`config.mk`:
```
export PLATFORM = sky130hd
export DESIGN_NAME = match_pulse_gen
export DESIGN_NICKNAME = d
export VERILOG_FILES = /design/src/rtl/match_pulse_gen.sv
export SDC_FILE = /design/constraint.sdc
export NUM_CORES = 1
export LEC_CHECK = 0
export CORE_UTILIZATION = 33
export DETAILED_ROUTE_END_ITERATION = 16
export PLACE_DENSITY_LB_ADDON = 0.05
export REMOVE_ABC_BUFFERS = 1
export SLEW_MARGIN = 20
export SYNTH_ARGS = -nofsm -noshare
export SYNTH_HDL_FRONTEND = slang
export SYNTH_SLANG_ARGS = --single-unit
```
`constraint.sdc`:
```
create_clock -name Clock -period 1.3 [get_ports Clock]
set_input_delay 0.325 -clock Clock [delete_from_list [all_inputs] [get_ports Clock]]
set_output_delay 0.325 -clock Clock [all_outputs]
set_load 0.01 [all_outputs]
```
`src/rtl/match_pulse_gen.sv`:
```
// Multi-channel value-match detector: one WAIT/HIT/HOLD FSM per target with PULSE, EDGE or STICKY hit modes.
// Define MATCH_COUNT_EN to add saturating per-channel hit counters (hit_count output, clr_cnt input).
module match_pulse_gen #(
    parameter int unsigned WIDTH     = 20,
    parameter int unsigned CHANNELS  = 4,
    parameter int unsigned CNT_WIDTH = 8
) (
    input  logic                          Clock,
    input  logic                          Reset,
    input  logic                          enable,
    input  logic [WIDTH-1:0]              value,
    input  logic [CHANNELS*WIDTH-1:0]     target,
    input  logic [2*CHANNELS-1:0]         mode,
    input  logic [CHANNELS-1:0]           ack,
`ifdef MATCH_COUNT_EN
    input  logic                          clr_cnt,
    output logic [CNT_WIDTH*CHANNELS-1:0] hit_count,
`endif
    output logic [CHANNELS-1:0]           hit,
    output logic                          hit_any
);

    localparam logic [1:0] ST_WAIT = 2'd0;
    localparam logic [1:0] ST_HIT  = 2'd1;
    localparam logic [1:0] ST_HOLD = 2'd2;

    localparam logic [1:0] MODE_PULSE  = 2'd0;
    localparam logic [1:0] MODE_EDGE   = 2'd1;
    localparam logic [1:0] MODE_STICKY = 2'd2;

    if (WIDTH == 0 || CHANNELS == 0 || CNT_WIDTH == 0) begin : g_param_check
        $error("match_pulse_gen: WIDTH, CHANNELS and CNT_WIDTH must be non-zero");
    end

    logic [CHANNELS-1:0][1:0] state_q;
    logic [CHANNELS-1:0][1:0] state_d;
    logic [CHANNELS-1:0]      eq;

    // Mode 3 and PULSE share the default HIT branch, so both drop back to WAIT.
    function automatic logic [1:0] next_state(
        input logic [1:0] cur,
        input logic [1:0] md,
        input logic       match,
        input logic       clr,
        input logic       en
    );
        logic [1:0] nxt;
        nxt = ST_WAIT;
        if (en) begin
            case (cur)
                ST_WAIT: nxt = match ? ST_HIT : ST_WAIT;
                ST_HIT: begin
                    case (md)
                        MODE_EDGE:   nxt = match ? ST_HOLD : ST_WAIT;
                        MODE_STICKY: nxt = clr ? ST_WAIT : ST_HIT;
                        MODE_PULSE:  nxt = ST_WAIT;
                        default:     nxt = ST_WAIT;
                    endcase
                end
                ST_HOLD: nxt = (md == MODE_EDGE && match) ? ST_HOLD : ST_WAIT;
                default: nxt = ST_WAIT;
            endcase
        end
        return nxt;
    endfunction

    always_comb begin
        eq = '0;
        for (int unsigned i = 0; i < CHANNELS; i++) begin
            eq[i] = (value == target[i*WIDTH +: WIDTH]);
        end
    end

    always_comb begin
        state_d = state_q;
        for (int unsigned i = 0; i < CHANNELS; i++) begin
            state_d[i] = next_state(state_q[i], mode[2*i +: 2], eq[i], ack[i], enable);
        end
    end

    always_ff @(posedge Clock) begin
        if (Reset) begin
            state_q <= '0;
        end else begin
            state_q <= state_d;
        end
    end

    always_comb begin
        hit = '0;
        for (int unsigned i = 0; i < CHANNELS; i++) begin
            hit[i] = (state_q[i] == ST_HIT);
        end
    end

    assign hit_any = |hit;

`ifdef MATCH_COUNT_EN
    logic [CHANNELS-1:0][CNT_WIDTH-1:0] cnt_q;
    logic [CHANNELS-1:0][CNT_WIDTH-1:0] cnt_d;

    // Counts WAIT->HIT entries only; clr_cnt wins over a coincident increment.
    always_comb begin
        cnt_d = cnt_q;
        for (int unsigned i = 0; i < CHANNELS; i++) begin
            if (clr_cnt) begin
                cnt_d[i] = '0;
            end else if (state_q[i] == ST_WAIT && state_d[i] == ST_HIT && cnt_q[i] != '1) begin
                cnt_d[i] = cnt_q[i] + CNT_WIDTH'(1);
            end
        end
    end

    always_ff @(posedge Clock) begin
        if (Reset) begin
            cnt_q <= '0;
        end else begin
            cnt_q <= cnt_d;
        end
    end

    assign hit_count = cnt_q;
`endif

endmodule
```
# ---- Word level (Yosys, flattened, before mapping)
# Index checks and enable logic that the tools add are counted.
dict set report totals {
  output_inout_bits 5
  input_bits 115
  elab_cells 59
  register_bits 8
}
dict set report op_classes {
  n_mux 24
  eq_ne 20
  reduce_logical 10
  bitwise 1
}
# operator n
set ops {}
lappend ops {{$eq A20 B20 Y1} 4}
lappend ops {{$pmux W2 S3} 4}
lappend ops {{$eq A2 B1 Y1 const B} 8}
lappend ops {{$eq A2 B2 Y1 const B} 8}
lappend ops {{$mux W2} 8}
lappend ops {{$pmux W2 S2} 4}
lappend ops {{$logic_not A2 Y1} 4}
lappend ops {{$mux W1} 8}
lappend ops {{$logic_and A1 B1 Y1} 4}
lappend ops {{$reduce_or A4 Y1} 1}
lappend ops {{$reduce_or A2 Y1} 1}
lappend ops {{$not A1 Y1} 1}

# ---- Logic depth before layout (Yosys ltp)
dict set report depth {
  ltp_word 4
  mapped_depth 5
  mapped_depth_nobuf 5
}

# ---- Least setup slack after synthesis
# OpenSTA, ideal clock, no wires.
dict set report synth_path {
  kind {register to output}
  start {register state_q[0] (netlist bit)}
  end {output port hit_any}
  arrival_ns 1.052
  n_path_buf 0
  stages_incl_launch_ff 3
  setup_slack_ns -0.077
  t_required_ns 0.975
  cell_sequence {dfxtp_1 -> nor2b_1 -> or4_1}
}
dict set report synth_between {
  elab_chain_len 2
}
# element line_no
set synth_rtl {}
lappend synth_rtl {{from (decl)} 35} ;# logic [CHANNELS-1:0][1:0] state_q;
lappend synth_rtl {{from (signal assigned)} 85} ;# state_q <= state_d;
lappend synth_rtl {{$eq A2 B1 Y1} 92} ;# hit[i] = (state_q[i] == ST_HIT);
lappend synth_rtl {{named net hit[0]} 19} ;# output logic [CHANNELS-1:0] hit,
lappend synth_rtl {{$reduce_or A4 Y1} 96} ;# assign hit_any = |hit;
lappend synth_rtl {{to (decl)} 20} ;# output logic hit_any
# The timed path passes the listed nets, and every way through them passes these cells.

# ---- Worst setup path in the final report
dict set report layout_path {
  start {register state_q[4] (netlist bit)}
  end {output port hit_any}
}
dict set report layout_between {
  elab_chain_len 2
}
# element line_no
set layout_rtl {}
lappend layout_rtl {{$eq A2 B1 Y1} 92}
lappend layout_rtl {{$reduce_or A4 Y1} 96}
# No other way between the ends.

==> reports/qor_table.md <==
| Item | This run | Unit |
|---|---|---|
| Most frequently used flop master after synthesis | dfxtp_1 | - |
| Violated checks | setup timing | - |
| Antenna Violating Nets Remaining | 0 | - |
| Cts-stage hold buffer count | 0 | - |
| CTS tree | done | - |
| Register-to-Register Setup Slack | 0.15 | ns |
| Worst path cell trace | nor2b_4 -> or4_1 -> buf_2 | - |
| Maximum cell stage delay along the critical path | 0.51 | ns |
| Unrepaired setup endpoints after global routing | true | - |
| Yosys warns | 0 | - |
| Crit path from | state_q[4]$_SDFF_PP0_ | - |
| Fraction of registers with async set or reset after synthesis | 0 | % |
| Number of flip-flops under the largest register name | 8 | - |
| Std-Cell Core Area | 4120 | um^2 |
| Routability congestion estimate from global placement | 0.794 | - |
| Relative slew margins | 76.1 | % |
| Tightest Pin Transition | 0.356 | ns |
| Top cells by area, synth | xor2_1 48%, dfxtp_1 11%, ha_1 6.9% | - |
| Detailed placement HPWL | 4630 | um |
| Worst min-delay path category | in -> reg | - |
| Data required time at the worst endpoint | 0.98 | ns |
| Minimum setup slack in the final design | -0.355 | ns |
| Logic pwr share | 55.4 | % |
| Worst setup path class | reg -> out | - |
| Die footprint | 4660 | um^2 |
| Maximum number of pins on one net before global-route repair | 5 | - |
| Dpl cell area | 2900 | um^2 |
| Outcome | complete, but fails checks | - |
| Internal power | 0.000831 | W |
| Max-slew violation total from the final report | 0 | - |
| Count of mapped cells out of synthesis | 173 | - |
| Cells on worst reg2reg path | 3 | - |
| Number of input and output port buffers inserted | 119 | - |
| Most common cell after layout, fill and taps aside | xor2_1 | - |
| Static leakage power | 1.45 | nW |
| Maximum fanout along the worst path | 2 | - |
| Cell with the biggest individual delay on the critical path | or4_1 | - |
| Maximum resistive drop on vdd | 0.000241 | V |
| Total DRC errors in the routed layout | 0 | - |
| Height of the chip | 68.2 | um |
| Netlist area before placement | 1450 | um^2 |
| #FFs+latches synth | 8 | - |
| Wire length per cell | 14.9 | um |
| H-tree depth | 1 | - |
| Layout area overhead | 107 | % |
| Diode insertion count for antenna repair | 0 | - |
| Die Wd | 68.2 | um |
| Initial antenna violation count | 0 | - |
| Register with the most flip-flops | state_q | - |
| Library cells used by synthesis | 19 | - |
| Synth area leader | xor2_1 | - |
| Max Root-Sink Buffers | 2 | - |
| Sw Ratio | 33.4 | % |
| Largest clock skew in the final design | 0.000108 | ns |
| Root buffer cell | clkbuf_8 | - |
| Ratio of final minimum period to clock period | 127 | % |
| Post-Route Hold Slack | 0.558 | ns |
| Highest-count cells in the layout ignoring fill and taps | 73 x xor2_1, 46 x dlygate4sd2_1, 28 x buf_4 | - |
| Number of clock buffers inserted by TritonCTS | 3 | - |
| Power density over cell area | 417 | nW/um^2 |
| RR Startpoint | state_q[5]$_SDFF_PP0_ | - |
| Levels on crit path | 3 | - |
| Routed Wire Length | 5590 | um |
| P_sw | 0.000416 | W |
| Vias in the first global route | 1766 | - |
| Worst Setup Start Kind | flop | - |
| Nets@finish | 450 | - |
| Arrival @ worst endpoint | 1.33 | ns |
| Highest Clock Rate | 604 | MHz |
| Registers with the highest flip-flop counts | state_q (8) | - |
| Share of total power in sequential cells | 19.8 | % |
| Starting DRC count in detailed routing | 64 | - |
| Number of placement rows | 23 | - |
| Crit path max-delay family | simple AND/OR/NAND/NOR gates | - |
| Total number of vias | 1768 | - |
| Post-synthesis sequential area ratio | 11.1 | % |
| Final setup fails | 3 | - |
| Reported max-cap violation count | 0 | - |
| Clock network power share | 24.8 | % |
| Buffers and inverters on the worst path | 1 | - |
| Number of fill cells | 360 | - |
| Synthesized area per cell | 8.37 | um^2 |
| Fraction of layout instances using a drive strength above 1 | 34.8 | % |
| Clock slew at reported path FFs | 0.04 | ns |
| Clock sink count | 8 | - |
| Destination of the worst register-to-register timing path | state_q[4]$_SDFF_PP0_ | - |
| Starting density of the core | 35.2 | % |
| Portion of synthesized cell area occupied by the leading cell type | 48.4 | % |
| Critical path endpoint | hit_any | - |
| Via-per-instance ratio | 4.71 | - |
| Category of the worst setup path capture point | output pin | - |
| Final Hold Violating Endpoints | 0 | - |
| Post-route design area | 2990 | um^2 |
| Global route total overflow | 0 | - |
| Overall global routing resource usage | 23.7 | % |
| Post-synth EDFFs | 0 | - |
| Min cycle time layout | 1.65 | ns |
| Clock insertion delay at the later pin of the skew report | 0.23 | ns |
| IO Pins | 120 | - |
| Global-route wire length before repair | 7890 | um |
| Number of search-and-repair iterations in the first detailed-routing pass | 4 | - |
==> kinds of logic (layout without fill, tap and decap cells) <==
kind of cell	after synthesis	after routing	synth area share [%]
adders and majority gates	8	8	6.91
xor gates and xnor gates	80	80	48.4
DFF	8	8	11.1
buffers and inverters	8	160	2.07
muxes	4	4	2.77
AOI/OAI and AO/OA	4	4	1.56
and+or+nand+nor	61	61	27.2
==> cell type report <==
class                   instances  area (um^2)  share of cell area [%]
flip-flops and latches          8          168                    5.61
inverters                       8         30.0                    1.00
repair buffers                149         1250                    41.7
well taps                      50         62.6                    2.09
multi-input cells             157         1440                    48.2
clock buffers                   3         41.3                    1.38
==> repair_timing <==
action / in CTS / in global routing
pin swaps: 48 / 42
endpoints found under the setup margin: 13 / 11
gates resized for setup: 211 / 88
buffers inserted: 2 / 5
==> power groups by stage <==
stage                     logic, W  clock network, W  registers (W)
after floorplan           0.000222                 0       0.000251
after detailed placement  0.000725                 0       0.000251
final                     0.000691          0.000310       0.000246
after CTS                 0.000648          0.000312       0.000246
after global routing      0.000750          0.000332       0.000246
after global placement    0.000719                 0       0.000251
==> tightest hold or removal path: stages <==
cell and delay, ns:
clkbuf_2 0.11, xor2_2 0.13, nor4_2 0.07, nand2_1 0.07
nor4_2 0.05
==> worst min-delay path by stage <==
| stage | start | to | slack [ns] | cells after the start |
|---|---|---|---|---|
| global placement | state_q[0]$_SDFF_PP0_ | state_q[0]$_SDFF_PP0_ | 0.62 | 3 |
| floorplan | state_q[0]$_SDFF_PP0_ | state_q[0]$_SDFF_PP0_ | 0.49 | 2 |
| global route | mode[7] | state_q[6]$_SDFF_PP0_ | 0.59 | 4 |
| detailed placement | state_q[2]$_SDFF_PP0_ | state_q[2]$_SDFF_PP0_ | 0.63 | 3 |
| CTS | value[2] | state_q[5]$_SDFF_PP0_ | 0.62 | 5 |
| finish | target[66] | state_q[7]$_SDFF_PP0_ | 0.56 | 5 |
==> routing by layer <==
| metal | global-route usage, % | up-vias | part of all wire [%] |
|---|---|---|---|
| met5 | 0 | - | 0 |
| met4 | 9.11 | 0 | 3.5 |
| li1 | - | 894 | - |
| met3 | 4.33 | 17 | 5.7 |
| met2 | 44.5 | 77 | 53 |
| met1 | 25.7 | 780 | 38 |
==> cell usage after synthesis, types with 2 or more instances <==
library cell / count
dfxtp_1: 8
mux2i_1: 4
nand2_1: 9
xor2_1: 80
inv_1: 8
nand4b_1: 4
nor4_1: 16
nor2_1: 8
nor2b_1: 5
nor4_2: 8
ha_1: 8
or4_1: 2
o21ai_0: 3
nand3_1: 5
==> metrics by stage <==
stage / setup WS [ns] / power, W / std cells / TNS [ns] / util (%)
2_1_floorplan: -0.0775 / 0.000472 / 173 / -0.0775 / -
3_3_place_gp: -0.849 / 0.000969 / 369 / -6.39 / 70.6
5_1_grt: -0.403 / 0.00133 / 375 / -0.764 / 72.7
3_5_place_dp: -0.899 / 0.000976 / 369 / -6.48 / 70.6
4_1_cts: -0.333 / 0.00121 / 373 / -0.333 / 69.5
6_report: -0.355 / 0.00125 / 375 / -0.431 / 72.7
Note: power is estimated with default switching activity, not from simulation.
